<file path="src/rtl/xbus_gpio_csr_pkg.sv">
// Register map constants and helpers shared by the xbus GPIO CSR slave.
package xbus_gpio_pkg;

  localparam logic [5:0] GPIO_OUT_OFFS     = 6'h00;
  localparam logic [5:0] GPIO_IN_OFFS      = 6'h04;
  localparam logic [5:0] GPIO_DIR_OFFS     = 6'h08;
  localparam logic [5:0] GPIO_SET_OFFS     = 6'h0C;
  localparam logic [5:0] GPIO_CLR_OFFS     = 6'h10;
  localparam logic [5:0] GPIO_IRQ_EN_OFFS  = 6'h14;
  localparam logic [5:0] GPIO_IRQ_CFG_OFFS = 6'h18;
  localparam logic [5:0] GPIO_IRQ_ST_OFFS  = 6'h1C;

  typedef enum logic [3:0] {
    GPIO_IDX_OUT     = 4'(GPIO_OUT_OFFS >> 2),
    GPIO_IDX_IN      = 4'(GPIO_IN_OFFS >> 2),
    GPIO_IDX_DIR     = 4'(GPIO_DIR_OFFS >> 2),
    GPIO_IDX_SET     = 4'(GPIO_SET_OFFS >> 2),
    GPIO_IDX_CLR     = 4'(GPIO_CLR_OFFS >> 2),
    GPIO_IDX_IRQ_EN  = 4'(GPIO_IRQ_EN_OFFS >> 2),
    GPIO_IDX_IRQ_CFG = 4'(GPIO_IRQ_CFG_OFFS >> 2),
    GPIO_IDX_IRQ_ST  = 4'(GPIO_IRQ_ST_OFFS >> 2)
  } gpio_idx_e;

  function automatic logic [31:0] be_to_mask(input logic [3:0] be);
    return {{8{be[3]}}, {8{be[2]}}, {8{be[1]}}, {8{be[0]}}};
  endfunction

endpackage

</file>
<file path="src/rtl/xbus_gpio_csr_if.sv">
// xbus split request/response signal bundle; the CSR block is the slave.
interface xbus_gpio_csr_if;

  logic        bus_req_i;
  logic        bus_we_i;
  logic [31:0] bus_addr_bi;
  logic [3:0]  bus_be_bi;
  logic [31:0] bus_wdata_bi;
  logic        bus_ack_o;
  logic        bus_resp_o;
  logic [31:0] bus_rdata_bo;

  modport slave (
    input  bus_req_i, bus_we_i, bus_addr_bi, bus_be_bi, bus_wdata_bi,
    output bus_ack_o, bus_resp_o, bus_rdata_bo
  );

  modport master (
    output bus_req_i, bus_we_i, bus_addr_bi, bus_be_bi, bus_wdata_bi,
    input  bus_ack_o, bus_resp_o, bus_rdata_bo
  );

endinterface

</file>
<file path="src/rtl/xbus_gpio_csr_sync.sv">
// Multi-flop synchroniser for asynchronous GPIO pins; clears to 0 on reset.
module gpio_sync #(
  parameter int unsigned WIDTH  = 32,
  parameter int unsigned STAGES = 2
) (
  input  logic             clk_i,
  input  logic             arst_n_i,
  input  logic [WIDTH-1:0] d_i,
  output logic [WIDTH-1:0] q_o
);

  logic [WIDTH-1:0] chain_q [STAGES];
  logic [WIDTH-1:0] chain_d [STAGES];

  // Each stage takes the previous one; stage 0 samples the raw pins.
  always_comb begin
    chain_d[0] = d_i;
    for (int i = 1; i < int'(STAGES); i++) begin
      chain_d[i] = chain_q[i-1];
    end
  end

  // Synchroniser flop chain.
  always_ff @(posedge clk_i or negedge arst_n_i) begin
    if (!arst_n_i) begin
      for (int i = 0; i < int'(STAGES); i++) begin
        chain_q[i] <= '0;
      end
    end else begin
      for (int i = 0; i < int'(STAGES); i++) begin
        chain_q[i] <= chain_d[i];
      end
    end
  end

  assign q_o = chain_q[STAGES-1];

endmodule

</file>
<file path="src/rtl/xbus_gpio_csr.sv">
// GPIO CSR slave on the 32-bit xbus: output/direction, set/clear, synced input.
// Edge interrupts (IRQ_EN/IRQ_CFG/IRQ_ST, irq_o) exist only when XBUS_GPIO_IRQ_EN is defined.
module xbus_gpio_csr
  import xbus_gpio_pkg::*;
#(
  parameter logic [31:0] BASE_ADDR   = 32'h8000_0000,
  parameter int unsigned GPIO_WIDTH  = 32,
  parameter int unsigned SYNC_STAGES = 2
) (
  input  logic                  clk_i,
  input  logic                  arst_n_i,
  xbus_gpio_csr_if.slave        bus,
  input  logic [GPIO_WIDTH-1:0] gpio_bi,
  output logic [GPIO_WIDTH-1:0] gpio_bo,
  output logic [GPIO_WIDTH-1:0] gpio_oe_bo,
  output logic                  irq_o
);

  localparam logic [31:0] PIN_MASK = (GPIO_WIDTH >= 32) ? 32'hFFFF_FFFF
                                                         : ((32'h1 << GPIO_WIDTH) - 32'h1);

  logic [GPIO_WIDTH-1:0] sync_s;
  logic [31:0]           sync_w_s;
  logic                  hit_s;
  logic                  wr_s;
  logic                  rd_s;
  logic [3:0]            idx_s;
  logic [31:0]           wmask_s;
  logic [31:0]           wbits_s;
  logic [31:0]           rdata_mux_s;
  logic [31:0]           out_q, out_d;
  logic [31:0]           dir_q, dir_d;
  logic                  resp_q, resp_d;
  logic [31:0]           rdata_q, rdata_d;
  logic                  unused_s;

  gpio_sync #(
    .WIDTH  (GPIO_WIDTH),
    .STAGES (SYNC_STAGES)
  ) u_sync (
    .clk_i    (clk_i),
    .arst_n_i (arst_n_i),
    .d_i      (gpio_bi),
    .q_o      (sync_s)
  );

  assign bus.bus_ack_o = bus.bus_req_i;
  assign unused_s      = ^bus.bus_addr_bi[1:0];

  // Address decode and byte-enable masking, limited to implemented pins.
  always_comb begin
    hit_s    = (bus.bus_addr_bi[31:6] == BASE_ADDR[31:6]);
    idx_s    = bus.bus_addr_bi[5:2];
    wr_s     = bus.bus_req_i & bus.bus_we_i & hit_s;
    rd_s     = bus.bus_req_i & ~bus.bus_we_i;
    wmask_s  = be_to_mask(bus.bus_be_bi) & PIN_MASK;
    wbits_s  = bus.bus_wdata_bi & wmask_s;
    sync_w_s = 32'h0;
    sync_w_s[GPIO_WIDTH-1:0] = sync_s;
  end

  // OUT/DIR updates, including the atomic SET/CLR aliases of OUT.
  always_comb begin
    out_d = out_q;
    dir_d = dir_q;
    if (wr_s) begin
      case (idx_s)
        GPIO_IDX_OUT: out_d = (out_q & ~wmask_s) | wbits_s;
        GPIO_IDX_DIR: dir_d = (dir_q & ~wmask_s) | wbits_s;
        GPIO_IDX_SET: out_d = out_q | wbits_s;
        GPIO_IDX_CLR: out_d = out_q & ~wbits_s;
        default: begin
          out_d = out_q;
          dir_d = dir_q;
        end
      endcase
    end else begin
      out_d = out_q;
      dir_d = dir_q;
    end
  end

`ifdef XBUS_GPIO_IRQ_EN
  localparam logic [2:0] PRIME_CYC = 3'(SYNC_STAGES + 1);

  logic [31:0] en_q, en_d;
  logic [31:0] cfg_q, cfg_d;
  logic [31:0] st_q, st_d;
  logic [31:0] prev_q, prev_d;
  logic [2:0]  prime_q, prime_d;
  logic        irq_q, irq_d;
  logic [31:0] w1c_s;
  logic [31:0] edge_s;

  // Edge flags; the prime counter hides the synchroniser filling after reset.
  always_comb begin
    en_d  = en_q;
    cfg_d = cfg_q;
    w1c_s = 32'h0;
    if (wr_s) begin
      case (idx_s)
        GPIO_IDX_IRQ_EN:  en_d  = (en_q & ~wmask_s) | wbits_s;
        GPIO_IDX_IRQ_CFG: cfg_d = (cfg_q & ~wmask_s) | wbits_s;
        GPIO_IDX_IRQ_ST:  w1c_s = wbits_s;
        default:          w1c_s = 32'h0;
      endcase
    end else begin
      w1c_s = 32'h0;
    end
    prev_d = sync_w_s;
    if (prime_q == PRIME_CYC) begin
      prime_d = prime_q;
      edge_s  = ((sync_w_s & ~prev_q & cfg_q) | (~sync_w_s & prev_q & ~cfg_q)) & PIN_MASK;
    end else begin
      prime_d = prime_q + 3'd1;
      edge_s  = 32'h0;
    end
    st_d  = (st_q & ~w1c_s) | edge_s;
    irq_d = |(st_q & en_q);
  end

  // Interrupt state registers.
  always_ff @(posedge clk_i or negedge arst_n_i) begin
    if (!arst_n_i) begin
      en_q    <= 32'h0;
      cfg_q   <= 32'h0;
      st_q    <= 32'h0;
      prev_q  <= 32'h0;
      prime_q <= 3'd0;
      irq_q   <= 1'b0;
    end else begin
      en_q    <= en_d;
      cfg_q   <= cfg_d;
      st_q    <= st_d;
      prev_q  <= prev_d;
      prime_q <= prime_d;
      irq_q   <= irq_d;
    end
  end

  assign irq_o = irq_q;
`else
  assign irq_o = 1'b0;
`endif

  // Read mux; every accepted read answers one cycle later, misses with 0.
  always_comb begin
    case (idx_s)
      GPIO_IDX_OUT:     rdata_mux_s = out_q;
      GPIO_IDX_IN:      rdata_mux_s = sync_w_s;
      GPIO_IDX_DIR:     rdata_mux_s = dir_q;
`ifdef XBUS_GPIO_IRQ_EN
      GPIO_IDX_IRQ_EN:  rdata_mux_s = en_q;
      GPIO_IDX_IRQ_CFG: rdata_mux_s = cfg_q;
      GPIO_IDX_IRQ_ST:  rdata_mux_s = st_q;
`endif
      default:          rdata_mux_s = 32'h0;
    endcase
    resp_d = rd_s;
    if (rd_s && hit_s) begin
      rdata_d = rdata_mux_s;
    end else begin
      rdata_d = 32'h0;
    end
  end

  // CSR and response registers.
  always_ff @(posedge clk_i or negedge arst_n_i) begin
    if (!arst_n_i) begin
      out_q   <= 32'h0;
      dir_q   <= 32'h0;
      resp_q  <= 1'b0;
      rdata_q <= 32'h0;
    end else begin
      out_q   <= out_d;
      dir_q   <= dir_d;
      resp_q  <= resp_d;
      rdata_q <= rdata_d;
    end
  end

  assign gpio_bo          = out_q[GPIO_WIDTH-1:0];
  assign gpio_oe_bo       = dir_q[GPIO_WIDTH-1:0];
  assign bus.bus_resp_o   = resp_q;
  assign bus.bus_rdata_bo = rdata_q;

endmodule
</file>
<file path="src/flat_wrapper.sv">
// flat-port wrapper written by rule: the top's interface ports become plain ports
module xbus_gpio_csr_flat import xbus_gpio_pkg::*;
#(
  parameter logic [31:0] BASE_ADDR   = 32'h8000_0000,
  parameter int unsigned GPIO_WIDTH  = 32,
  parameter int unsigned SYNC_STAGES = 2
)
  (clk_i, arst_n_i, gpio_bi, gpio_bo, gpio_oe_bo, irq_o, bus_bus_req_i, bus_bus_we_i, bus_bus_addr_bi, bus_bus_be_bi, bus_bus_wdata_bi, bus_bus_ack_o, bus_bus_resp_o, bus_bus_rdata_bo);
  xbus_gpio_csr_if bus_i ();
  input  logic clk_i;
  input  logic arst_n_i;
  input  logic [GPIO_WIDTH-1:0] gpio_bi;
  output logic [GPIO_WIDTH-1:0] gpio_bo;
  output logic [GPIO_WIDTH-1:0] gpio_oe_bo;
  output logic irq_o;
  input wire logic [$bits(bus_i.bus_req_i)-1:0] bus_bus_req_i;
  input wire logic [$bits(bus_i.bus_we_i)-1:0] bus_bus_we_i;
  input wire logic [$bits(bus_i.bus_addr_bi)-1:0] bus_bus_addr_bi;
  input wire logic [$bits(bus_i.bus_be_bi)-1:0] bus_bus_be_bi;
  input wire logic [$bits(bus_i.bus_wdata_bi)-1:0] bus_bus_wdata_bi;
  output wire logic [$bits(bus_i.bus_ack_o)-1:0] bus_bus_ack_o;
  output wire logic [$bits(bus_i.bus_resp_o)-1:0] bus_bus_resp_o;
  output wire logic [$bits(bus_i.bus_rdata_bo)-1:0] bus_bus_rdata_bo;
  assign bus_i.bus_req_i = bus_bus_req_i;
  assign bus_i.bus_we_i = bus_bus_we_i;
  assign bus_i.bus_addr_bi = bus_bus_addr_bi;
  assign bus_i.bus_be_bi = bus_bus_be_bi;
  assign bus_i.bus_wdata_bi = bus_bus_wdata_bi;
  assign bus_bus_ack_o = bus_i.bus_ack_o;
  assign bus_bus_resp_o = bus_i.bus_resp_o;
  assign bus_bus_rdata_bo = bus_i.bus_rdata_bo;
  xbus_gpio_csr #(.BASE_ADDR(BASE_ADDR), .GPIO_WIDTH(GPIO_WIDTH), .SYNC_STAGES(SYNC_STAGES)) u_core (.clk_i(clk_i), .arst_n_i(arst_n_i), .bus(bus_i), .gpio_bi(gpio_bi), .gpio_bo(gpio_bo), .gpio_oe_bo(gpio_oe_bo), .irq_o(irq_o));
endmodule
</file>
<file path="config.mk">
export PLATFORM = sky130hd
export DESIGN_NAME = xbus_gpio_csr_flat
export DESIGN_NICKNAME = d
export VERILOG_FILES = /design/src/rtl/xbus_gpio_csr_pkg.sv /design/src/rtl/xbus_gpio_csr_if.sv /design/src/rtl/xbus_gpio_csr_sync.sv /design/src/rtl/xbus_gpio_csr.sv /design/src/flat_wrapper.sv
export SDC_FILE = /design/constraint.sdc
export NUM_CORES = 1
export LEC_CHECK = 0
export ABC_AREA = 1
export BUFFER_PORTS_ARGS = -buffer_cell sky130_fd_sc_hd__buf_2
export CAP_MARGIN = 40
export CORE_MARGIN = 5
export CORE_UTILIZATION = 55
export DETAILED_ROUTE_END_ITERATION = 10
export PLACE_DENSITY = 0.85
export SLEW_MARGIN = 5
export SYNTH_ARGS = -nofsm -noshare
export SYNTH_HDL_FRONTEND = slang
export SYNTH_SLANG_ARGS = --single-unit
</file>
<file path="constraint.sdc">
create_clock -name clk_i -period 2.2 [get_ports clk_i]
set_clock_uncertainty 0.05 [all_clocks]
set_input_delay 0.11 -clock clk_i [delete_from_list [all_inputs] [get_ports clk_i]]
set_output_delay 0.11 -clock clk_i [all_outputs]
set_load 0.05 [all_outputs]
</file>
Word level (Yosys, flattened, before mapping)
Index checks and enable logic that the tools add are counted.
{ "word_totals": {"reg_bits": 161, "in_bits": 104, "word_cells": 32} }
{ "classes": {"eq_ne": 5, "n_mux": 3, "bitwise": 13, "reduce_logical": 5} }
{ "ops": {"columns": ["cell", "n"], "rows": [
  ["32-bit one-hot mux with 3 select lines", 2],
  ["32-bit bitwise AND", 4],
  ["32-bit OR", 3],
  ["32-bit NOT", 2],
  ["32-bit two-way mux", 1],
  ["26-bit == test, second input constant", 1],
  ["4-bit by 2-bit == test with 1-bit output, second input constant", 2],
  ["4-bit by 1-bit == test with 1-bit output, second input constant", 1],
  ["4-bit by 3-bit == test with 1-bit output, second input constant", 1],
  ["4-bit zero test", 1],
  ["2-bit AND reduction", 2],
  ["1-bit bitwise AND", 3],
  ["3-bit nonzero test", 1],
  ["1-bit logical AND", 1],
  ["1-bit NOT", 1]
]} }

Logic depth before layout (Yosys ltp)
Gate-level depths: netlist (run 1).
{ "depth": {"depth_word": 4, "mapped_depth": 9, "mapped_depth_nobuf": 9} }

Cells and area by module
Synthesis (run 1) repeated with hierarchy kept, for this count alone.
{ "unflattened": {"hier_cells": 758, "hier_area_um2": 6715.2} }
{ "by_module_without_submodules": {"columns": ["module", "n_inst", "cells_per_inst", "area_each_um2", "seq_area_each_um2"], "rows": [
  ["xbus_gpio_csr", 1, 694, 5113.7, 2427.3],
  ["gpio_sync", 1, 64, 1601.5, 1601.5]
]} }

Least setup slack after synthesis (run 1)
No wires, ideal clock.
{ "synth_timing": {"path_type": "register to register", "from": "register u_core.out_q[16] (netlist: u_core.gpio_bo[16])", "to": "register u_core.out_q[16] (netlist: u_core.gpio_bo[16])", "setup_time_ns": 0.074, "arrival_time_ns": 1.121, "required_time_ns": 2.076, "path_slack_ns": 0.955, "path_stages_with_launch": 7, "n_path_buf": 0, "cell_sequence": "dfrtp_1 -> inv_1 -> nor2_1 -> nand2_1 -> nand3_1 -> a21oi_1 -> o21ai_2"} }
{ "synth_between": {"elab_chain_cells": 3, "elab_cells_between_ends": 5} }
{ "synth_lines": {"columns": ["element", "line_no", "source"], "rows": [
  ["start: declaration", "xbus_gpio_csr.sv:31", "logic [31:0] out_q, out_d;"],
  ["start signal: assignment", "xbus_gpio_csr.sv:175", "out_q <= out_d;"],
  ["32-bit bitwise AND", "xbus_gpio_csr.sv:68", "GPIO_IDX_OUT: out_d = (out_q & ~wmask_s) | wbits_s;"],
  ["32-bit OR", "xbus_gpio_csr.sv:68", null],
  ["32-bit one-hot mux with 3 select lines (*)", "xbus_gpio_csr.sv:67", "case (idx_s)"]
]} }
Every way passes the cells marked *; elsewhere a longest branch is shown, timed or not.
A chain may end at the register's enable or synchronous reset.

==> impl_metrics.tcl, run 1 <==
set metrics [dict create \
    min_period_ps 1620 \
    clock_latency_ps 420 \
    grt_max_degree 63 \
    timing.rr.start "u_core.gpio_bo[16]" \
    slew_headroom_pct 61.1 \
    cts_hold_buf 67 \
    synth_seq_area_share_pct 59.4 \
    track_usage_pct 27.9 \
    synth_area_sq_mm 0.00678 \
    finalPower_mw 6.61 \
    postSynthNetCount 800 \
    hold_viol 0 \
    tns_ps 0 \
    fp.dieArea_sq_mm 0.0146 \
    dpl_cell_area_sq_mm 0.00786 \
    grt_pass1_vias 6271 \
    vias_per_cell 5.40 \
    ctsLongestPathBuffers 2 \
    worstPathArrival_ps 1920 \
    swShare_pct 21.9 \
    wire_per_inst_um 17.4 \
    die_w_um 121 \
    report.final.slew_viol_count 0 \
    cpPeakStageDelay_ps 520 \
    power_density_mw_per_mm2 722 \
    cpMostUsedCell "nand2_1" \
    status "finished, final reports clean" \
    drc 0 \
    hold_path_class "in -> reg" \
    hpwl_um 12200 \
    grt-ovfl-total 0 \
    endpoint_kind "flop" \
    fin_crit_sh_pct 73.7 \
    rsz0062_at_grt "false" \
    num_rows 40 \
    io_pins 203 \
    path_class "in -> reg" \
    crit_start "bus_bus_we_i" \
    path_cells "dlygate4sd3_1 > buf_2 > nand2_1 > inv_1 > nand4_1 > nor2_4 > buf_4 > nand3_1 > nand2_1" \
    nFillCells 803 \
    ir_drop_mv 0.560 \
    finalSetupViolations 0 \
    worstSetupStartpointType "primary input" \
    ctsHtreeMaxLevel 4 \
    dp_slack_ps 507 \
    avgSynthCellArea_sq_um 9.74 \
    ys_seq_elements 161 \
    antenna_cells 0 \
    cp.required_ps 2500 \
    layout-area-overhead-vs-synth_pct 35.1 \
    tritoncts "built" \
    worst_slack_ps 578 \
    power_frac_clock_pct 47.0 \
    power.switching_mw 1.45 \
    maxCapViolCount 0 \
    combPwrFrac_pct 7.0 \
    totalWireLength_um 19800 \
    clk_pin_slew_ps 60 \
    fin_area_sq_mm 0.00916 \
    crit_path_top_delay_cell "dlygate4sd3_1" \
    ys_warn_count 0 \
    holdWs_ps 109 \
    power_frac_seq_pct 46.0 \
    drtPass1Iterations 5 \
    die_y_um 121 \
    synthCells 696 \
    antenna_found_initial 1 \
    place.gp.congestion 0.822 \
    num_vias 6156 \
    core-area_sq_mm 0.0121 \
    power_leakage_nw 4.59 \
    worst_pin_slew_ps 583 \
    drt_iter0_drc 610 \
    ant_nets 0 \
    timing.fmax_mhz 616 \
    fin_nets 1063 \
    root_buffer "clkbuf_16" \
    numCtsBuffers 17 \
    p_int_mw 5.16 \
    grt_pass1_wl_um 31600 \
    drive_above_1_share_pct 28.0 \
    crit_fanout 13 \
    numPortBuffers 199 \
    start_util_pct 56.2 \
    postCtsSetupBuffers 0 \
    clock_sinks 161 \
    holdCritStartpoint "bus_bus_be_bi[3]" \
    yosys.cell_types.count 31 \
    cts.repair.resized 0 \
]
==> path summary, 6_finish.rpt <==
| kind | endpoint | slack (ps) | cells after the start |
|---|---|---|---|
| min in group asynchronous | u_core.bus.bus_rdata_bo[28] | 190 | 2 |
| min | flop | 110 | 3 |
| min reg2reg | u_core.u_sync.q_o[13] | 300 | 0 |
| max | flop | 580 | 9 |
| max reg2reg | u_core.gpio_bo[16] | 1100 | 6 |
| max in group asynchronous | u_core.u_sync.chain_d[11] | 1290 | 3 |
==> Yosys cell counts (all sizes together) <==
master / count / area, sq um
a21oi: 33 / 165
a22oi: 3 / 22.5
clkbuf: 10 / 51.3
nand2: 183 / 697
inv: 34 / 133
nor2: 58 / 253
dfrtp: 161 / 4030
conb: 1 / 3.75
a31oi: 16 / 100
buf: 27 / 259
nand3: 71 / 418
a21boi: 41 / 308
o21ai: 49 / 260
nand4: 9 / 81.3
==> cell usage in the layout (no fill, tap or decap), drive strengths merged <==
cell         count
a21boi          41
a21oi           33
a22oi            3
a31oi           16
buf            214
bufinv           4
clkbuf          19
clkinv           4
clkinvlp         2
conb             1
dfrtp          161
dlygate4sd3     67
inv             37
nand2          183
nand3           71
nand4            9
nor2            58
o21ai           49
==> cells by family after synthesis <==
family	synth area share [%]
buffers and inverters	6.53
flip-flops	59.4
other	0.0553
AND/OR/NAND/NOR	21.4
AO/OA/AOI/OAI	12.6
==> through the flow <==
stage | instances | utilization (%)
after floorplan | 696 | -
after global placement | 1041 | 65.2
after detailed placement | 1041 | 65.2
after CTS | 1140 | 75.9
after global routing | 1140 | 75.9
final | 1140 | 75.9
==> per-layer routing <==
metal | up-vias | share of wire [%] | track usage [%]
met5 | - | 0.066 | 0
met4 | 2 | 3.8 | 13.4
met3 | 67 | 7.3 | 5.78
met2 | 317 | 50 | 47.4
met1 | 2940 | 38 | 34.0
li1 | 2830 | - | -
==> final cells by class <==
type	instances	area, sq um	area share [%]
inverter	34	133	1.45
timing repair buffer	281	1850	20.2
tap	168	210	2.30
clock buffer	19	443	4.84
sequential	161	4030	44.0
clock inverter	13	181	1.98
multi-input combinational	464	2310	25.3
==> power groups by stage <==
stage | Combinational (mW) | Clock (mW) | Sequential (mW)
2_1_floorplan | 0.152 | 0 | 3.09
3_3_place_gp | 0.355 | 0 | 3.09
3_5_place_dp | 0.361 | 0 | 3.09
4_1_cts | 0.458 | 3.15 | 3.04
5_1_grt | 0.510 | 3.30 | 3.04
6_report | 0.465 | 3.11 | 3.04
==> critical path, delay by kind of cell <==
| kind | cells | cell delay [ps] |
|---|---|---|
| AND/OR/NAND/NOR | 5 | 810 |
| buffers and inverters | 4 | 1000 |
Power figures use the tool's default switching activity.
==> run 2, diff against run 1 <==
Settings changed: ABC_AREA 1 to 0, CORE_UTILIZATION 55 to 46, PLACE_DENSITY 0.85 to 0.77.
Clock period 2.2 ns to 1.4 ns, I/O delays scaled along.
==> run 2 against run 1 <==
Effect of this change: clock power grew 44%; first-iteration DRC count shrank 47%; die area grew 10%; worst hold slack got worse by 63 ps; area after synthesis shrank 7.2%; highest routed layer is now met4; setup slack worse by 560 ps; final cell count fell by 12%; register-to-register slack worse by 800 ps; sequential power grew 57%; sequential share of layout area shrank 0.11 points.
==> impl_metrics.tcl, run 2 <==
set metrics [dict create \
    status "finished, final reports clean" \
    grt-ovfl-total 0 \
    vias_per_cell 5.34 \
    postSynthNetCount 627 \
    final_common_cell "buf_2" \
    async_reset_ff_share_pct 100 \
    grt_max_degree 57 \
    fin_crit_sh_pct 99.0 \
    num_vias 5339 \
    final_cells 1000 \
    r2r_setup_slack_ps 300 \
    hpwl_um 13200 \
    synth_largest_area_cell "dfrtp_1" \
    grt_pass1_wl_um 30600 \
    layout-area-overhead-vs-synth_pct 45.9 \
    worstSetupStartpointType "primary input" \
    report.final.slew_viol_count 0 \
    cpPeakStageDelay_ps 360 \
    worstPathArrival_ps 1640 \
    numPortBuffers 199 \
    root_buffer "clkbuf_16" \
    ys_warn_count 0 \
    power_density_mw_per_mm2 1090 \
    timing.fmax_mhz 721 \
    hold_path_class "in -> async" \
    ys_seq_elements 161 \
    clk_pin_slew_ps 70 \
    cp_top_family "simple AND/OR/NAND/NOR gates" \
    synthCells 523 \
    regArea_sq_mm 0.00403 \
    worstRegToRegCells 4 \
    finalSetupViolations 0 \
    die_y_um 127 \
    path_buf_inv 3 \
    crit_fanout 13 \
    slew_headroom_pct 65.5 \
    start_util_pct 47.2 \
    mostFrequentLayoutCells "198 x buf_2, 161 x dfrtp_1, 67 x dlygate4sd3_1" \
    numCtsBuffers 17 \
    crit_path_top_delay_cell "mux2_2" \
    synth_edf_count 0 \
    track_usage_pct 24.5 \
    path_cells "buf_2 > nor4_4 > nand3_2 > buf_12 > nor4_4 > buf_12 > mux2_2" \
    fin_nets 912 \
    io_pins 203 \
    drive_above_1_share_pct 40.9 \
    worst_pin_slew_ps 517 \
    rsz0062_at_grt "true" \
    fp.dieArea_sq_mm 0.0161 \
    place.gp.congestion 0.885 \
    wire_per_inst_um 19.6 \
    avgSynthCellArea_sq_um 12.0 \
    endpoint_kind "flop" \
    clock_sinks 161 \
    timing.rr.start "u_core.gpio_bo[22]" \
    crit_start "bus_bus_addr_bi[18]" \
    synth-main-ff-cell "dfrtp_1" \
    totalWireLength_um 19600 \
    yosys-top-cells-area "dfrtp_1 64%, mux2_2 5.7%, a21oi_1 5.1%" \
    num_rows 42 \
    hold_viol 0 \
    drt_iter0_drc 321 \
    dp_slack_ps -525 \
    ctsLongestPathBuffers 2 \
    drc 0 \
    synth.top_cell.area_share_pct 64.0 \
    tns_ps 0 \
    tritoncts "built" \
    synth_area_sq_mm 0.00629 \
    cp.required_ps 1650 \
    synth_common_cells "161 x dfrtp_1, 66 x nor2_1, 64 x a21oi_1" \
    synth_seq_area_share_pct 64.0 \
    path_class "in -> reg" \
    timing.rr.end "u_core.bus.bus_rdata_bo[22]" \
    maxCapViolCount 0 \
    ir_drop_mv 0.809 \
    min_period_ps 1390 \
    grt_pass1_vias 5631 \
    drtPass1Iterations 4 \
    multi_input_area_sq_mm 0.00222 \
    antenna_found_initial 3 \
    nFillCells 933 \
    power_leakage_nw 4.66 \
    ctsHtreeMaxLevel 4 \
    ant_nets 0 \
    clock_latency_ps 420 \
    dp.cells 897 \
    yosys.cell_types.count 29 \
    die_w_um 127 \
    yosysMostFrequentCell "dfrtp_1" \
    core-area_sq_mm 0.0133 \
    worst_slack_ps 13.4 \
]
## run 2: cell types whose count changed after synthesis, sizes merged, moves of 17 or more
cell,delta
a21boi,-40
a21oi,+31
mux2,+32
mux2i,+32
nand2,-180
nand3,-66
o21ai,-17
o41ai,+32
## run 2: cells by family (layout without fill, tap and decap cells)
| family | Yosys count | after routing | share of synthesized area (%) |
|---|---|---|---|
| AOI/OAI and AO/OA | 133 | 133 | 12.8 |
| buffers and inverters | 69 | 367 | 4.45 |
| DFF | 161 | 161 | 64.0 |
| muxes | 64 | 64 | 10.8 |
| other | 1 | 4 | 0.0596 |
| and+or+nand+nor | 95 | 95 | 7.89 |
## run 2: final cells by class
type	count	share of cell area (%)
tap	176	2.40
clock inverter	13	1.39
antenna	3	0.0818
sequential	161	43.9
clock buffer	19	4.82
inverter	32	1.31
timing repair buffer	303	22.0
multi-input combinational	293	24.2
## run 2: through the flow
step	instance area [sq um]	power (mW)	hold slack (ps)	util [%]
final	9180	10.0	46.4	68.8
after global routing	9180	10.4	68.6	68.8
after CTS	9130	10.1	46.9	68.4
after detailed placement	7870	5.49	-85.9	59.0
after global placement	7870	5.46	-89.7	59.0
after floorplan	6530	5.10	-276	-
## run 2: what timing repair did
item	4_1_cts	5_1_grt
gates resized for setup	4	14
hold buffers	67	0
setup buffers	0	0
endpoints found under the hold margin	258	0
setup endpoints to repair	24	33
cloned	0	1
pin swaps	0	1
## run 2: worst max-delay path by stage
stage,end,cells after the start
final,flop,7
after global routing,flop,7
after CTS,u_core.gpio_bo[24],6
after detailed placement,u_core.gpio_bo[16],6
after global placement,u_core.gpio_bo[9],6
after floorplan,flop,5
## run 2: metal layers
| metal | track usage, % | share of wire (%) | vias up |
|---|---|---|---|
| li1 | - | - | 2407 |
| met1 | 29.7 | 39 | 2640 |
| met2 | 41.7 | 51 | 252 |
| met3 | 6.47 | 7.2 | 40 |
| met4 | 10.0 | 2.7 | 0 |
| met5 | 0 | 0 | - |
## run 2: power breakdown
part	switching (mW)	internal (mW)	total (mW)	leakage, nW
sequential	0.0322	4.75	4.78	2.10
combinational	0.426	0.356	0.783	2.30
clock	1.94	2.53	4.47	0.265
==> run 3, diff against run 2 <==
--- a/config.mk
+++ b/config.mk
@@ -13,4 +13,5 @@
 export DETAILED_ROUTE_END_ITERATION = 10
 export PLACE_DENSITY = 0.77
+export REMOVE_ABC_BUFFERS = 1
 export SLEW_MARGIN = 5
 export SYNTH_ARGS = -nofsm -noshare
==> constraint.sdc (replaced) <==
create_clock -name clk_i -period 1.4 [get_ports clk_i]
set_clock_uncertainty 0.05 [all_clocks]
set_input_delay 0.28 -clock clk_i [delete_from_list [all_inputs] [get_ports clk_i]]
set_output_delay 0.28 -clock clk_i [all_outputs]
set_load 0.05 [all_outputs]
==> run 3 against run 2 <==
Effect of this change: the flow now finishes with violations (negative setup slack); fmax fell by 16%; setup slack got worse by 260 ps; non-clock buffer count fell by 9; core utilization rose by 6.9 points; clock power fell by 4.9%; global-route usage rose by 0.93 points; via count rose by 2.2%; critical path type unchanged.
==> impl_metrics.tcl, run 3 (synthesized netlist as in run 2, its figures left out) <==
set metrics [dict create \
    grt.busiest_layer "met2" \
    maxCapViolCount 0 \
    drive_above_1_share_pct 54.1 \
    vias_per_cell 5.54 \
    dp_slack_ps -824 \
    totalWireLength_um 21300 \
    layout-area-overhead-vs-synth_pct 60.4 \
    power_density_mw_per_mm2 974 \
    ctsHtreeMaxLevel 4 \
    numCtsBuffers 17 \
    clock_latency_ps 430 \
    dp.cells 907 \
    crit_fanout 8 \
    tns_ps -14060 \
    ctsLongestPathBuffers 2 \
    dpl_cell_area_sq_mm 0.00779 \
    grt-ovfl-total 0 \
    worst_pin_slew_ps 505 \
    timing.fmax_mhz 606 \
    drtPass1Iterations 5 \
    tritoncts "built" \
    violations "negative setup slack" \
    use_met1_pct 29.6 \
    grt_pass1_vias 5911 \
    die_w_um 127 \
    fin_crit_sh_pct 118 \
    fp.dieArea_sq_mm 0.0161 \
    r2r_setup_slack_ps 180 \
    final_util_pct 75.6 \
    worst_slack_ps -249 \
    clk_pin_slew_ps 60 \
    rsz0062_at_grt "true" \
    hold_viol 0 \
    timing.rr.start "u_core.gpio_bo[27]" \
    power.switching_mw 2.26 \
    crit_start "bus_bus_addr_bi[11]" \
    num_vias 5458 \
    hold_path_class "in -> reg" \
    track_usage_pct 25.4 \
    place.gp.congestion 0.849 \
    core-area_sq_mm 0.0133 \
    worstPathArrival_ps 1910 \
    antenna_found_initial 1 \
    endpoint_kind "flop" \
    wire_per_inst_um 21.6 \
    grt_max_degree 44 \
    holdCritStartpoint "bus_bus_wdata_bi[16]" \
    grt_use_met3_pct 7.30 \
    fin_area_sq_mm 0.0101 \
    swShare_pct 23.0 \
    finalPower_mw 9.84 \
    finalSetupViolations 96 \
    path_class "in -> reg" \
    ant_nets 0 \
    die_y_um 127 \
    final_cells 986 \
    power_frac_clock_pct 43.2 \
    drc 0 \
    hpwl_um 12800 \
    num_rows 42 \
    clock_sinks 161 \
    slew_headroom_pct 66.3 \
    grtUsageMet2_pct 45.2 \
    root_buffer "clkbuf_16" \
    numPortBuffers 199 \
    final_common_cell "dfrtp_1" \
    fin_nets 903 \
    io_pins 203 \
    power_frac_seq_pct 48.6 \
    min_period_ps 1650 \
    worstSetupStartpointType "primary input" \
    combPwrFrac_pct 8.2 \
    cp.required_ps 1660 \
    p_int_mw 7.57 \
    report.final.slew_viol_count 0 \
    holdWs_ps 62.3 \
    drt_iter0_drc 341 \
    ir_drop_mv 0.803 \
    power_leakage_nw 4.83 \
    grt_pass1_wl_um 31900 \
    mostFrequentLayoutCells "153 x dfrtp_1, 123 x buf_2, 74 x buf_4" \
    start_util_pct 47.2 \
    status "finished, violations left" \
]
[run 3: changes by cell type in the layout (fill, tap and decap cells not counted), sizes merged, moves of 3 or more]
cell / previous run / this run
clkinv: 1 / 5
clkinvlp: 5 / 1
clkbuf: 20 / 23
dlygate4sd3: 67 / 33
buf: 235 / 260
inv: 38 / 32
[run 3: area by class of cell]
| cell class | count | area, sq um |
|---|---|---|
| flip-flops and latches | 161 | 4040 |
| fillers | 804 | 3250 |
| multi-input cells | 293 | 2850 |
| repair buffers | 294 | 2340 |
| clock buffers | 22 | 464 |
| well taps | 176 | 220 |
| inverters | 32 | 120 |
| clock inverters | 7 | 62.6 |
| diodes | 1 | 2.50 |
[run 3: layer usage]
| layer | wire [um] | vias to the layer above |
|---|---|---|
| li1 | - | 2382 |
| met1 | 7960 | 2781 |
| met2 | 11200 | 247 |
| met3 | 1520 | 48 |
| met4 | 544 | 0 |
| met5 | 0 | - |
[run 3: final timing paths]
check                                                   end  cells past startpoint
worst min register to register        u_core.u_sync.q_o[19]                      0
min in group asynchronous             u_core.u_sync.q_o[18]                      2
worst max-delay path                                   flop                      8
max in group asynchronous                u_core.gpio_bo[31]                      3
worst max register to register  u_core.bus.bus_rdata_bo[27]                      5
worst min-delay path                     u_core.gpio_bo[16]                      3
[run 3: worst max-delay path, cell delays in order]
cell	delay [ps]
buf_2	120
nor4_4	250
nand4_1	130
buf_6	160
buf_12	140
nor4_4	320
buf_12	180
mux2_4	300
[run 3: power groups by stage]
stage	combinational (mW)	clock, mW	sequential, mW
floorplan	0.169	0	4.86
global placement	0.599	0	4.85
detailed placement	0.621	0	4.86
CTS	0.769	4.26	4.78
global route	0.873	4.53	4.78
finish	0.804	4.25	4.78
[run 3: repair_timing]
item,in CTS,in global routing
setup buffers,4,10
gates resized for setup,252,93
hold buffers,33,0
endpoints found under the hold margin,64,0
pin swaps,38,11
cloned,4,0
endpoints found under the setup margin,160,126
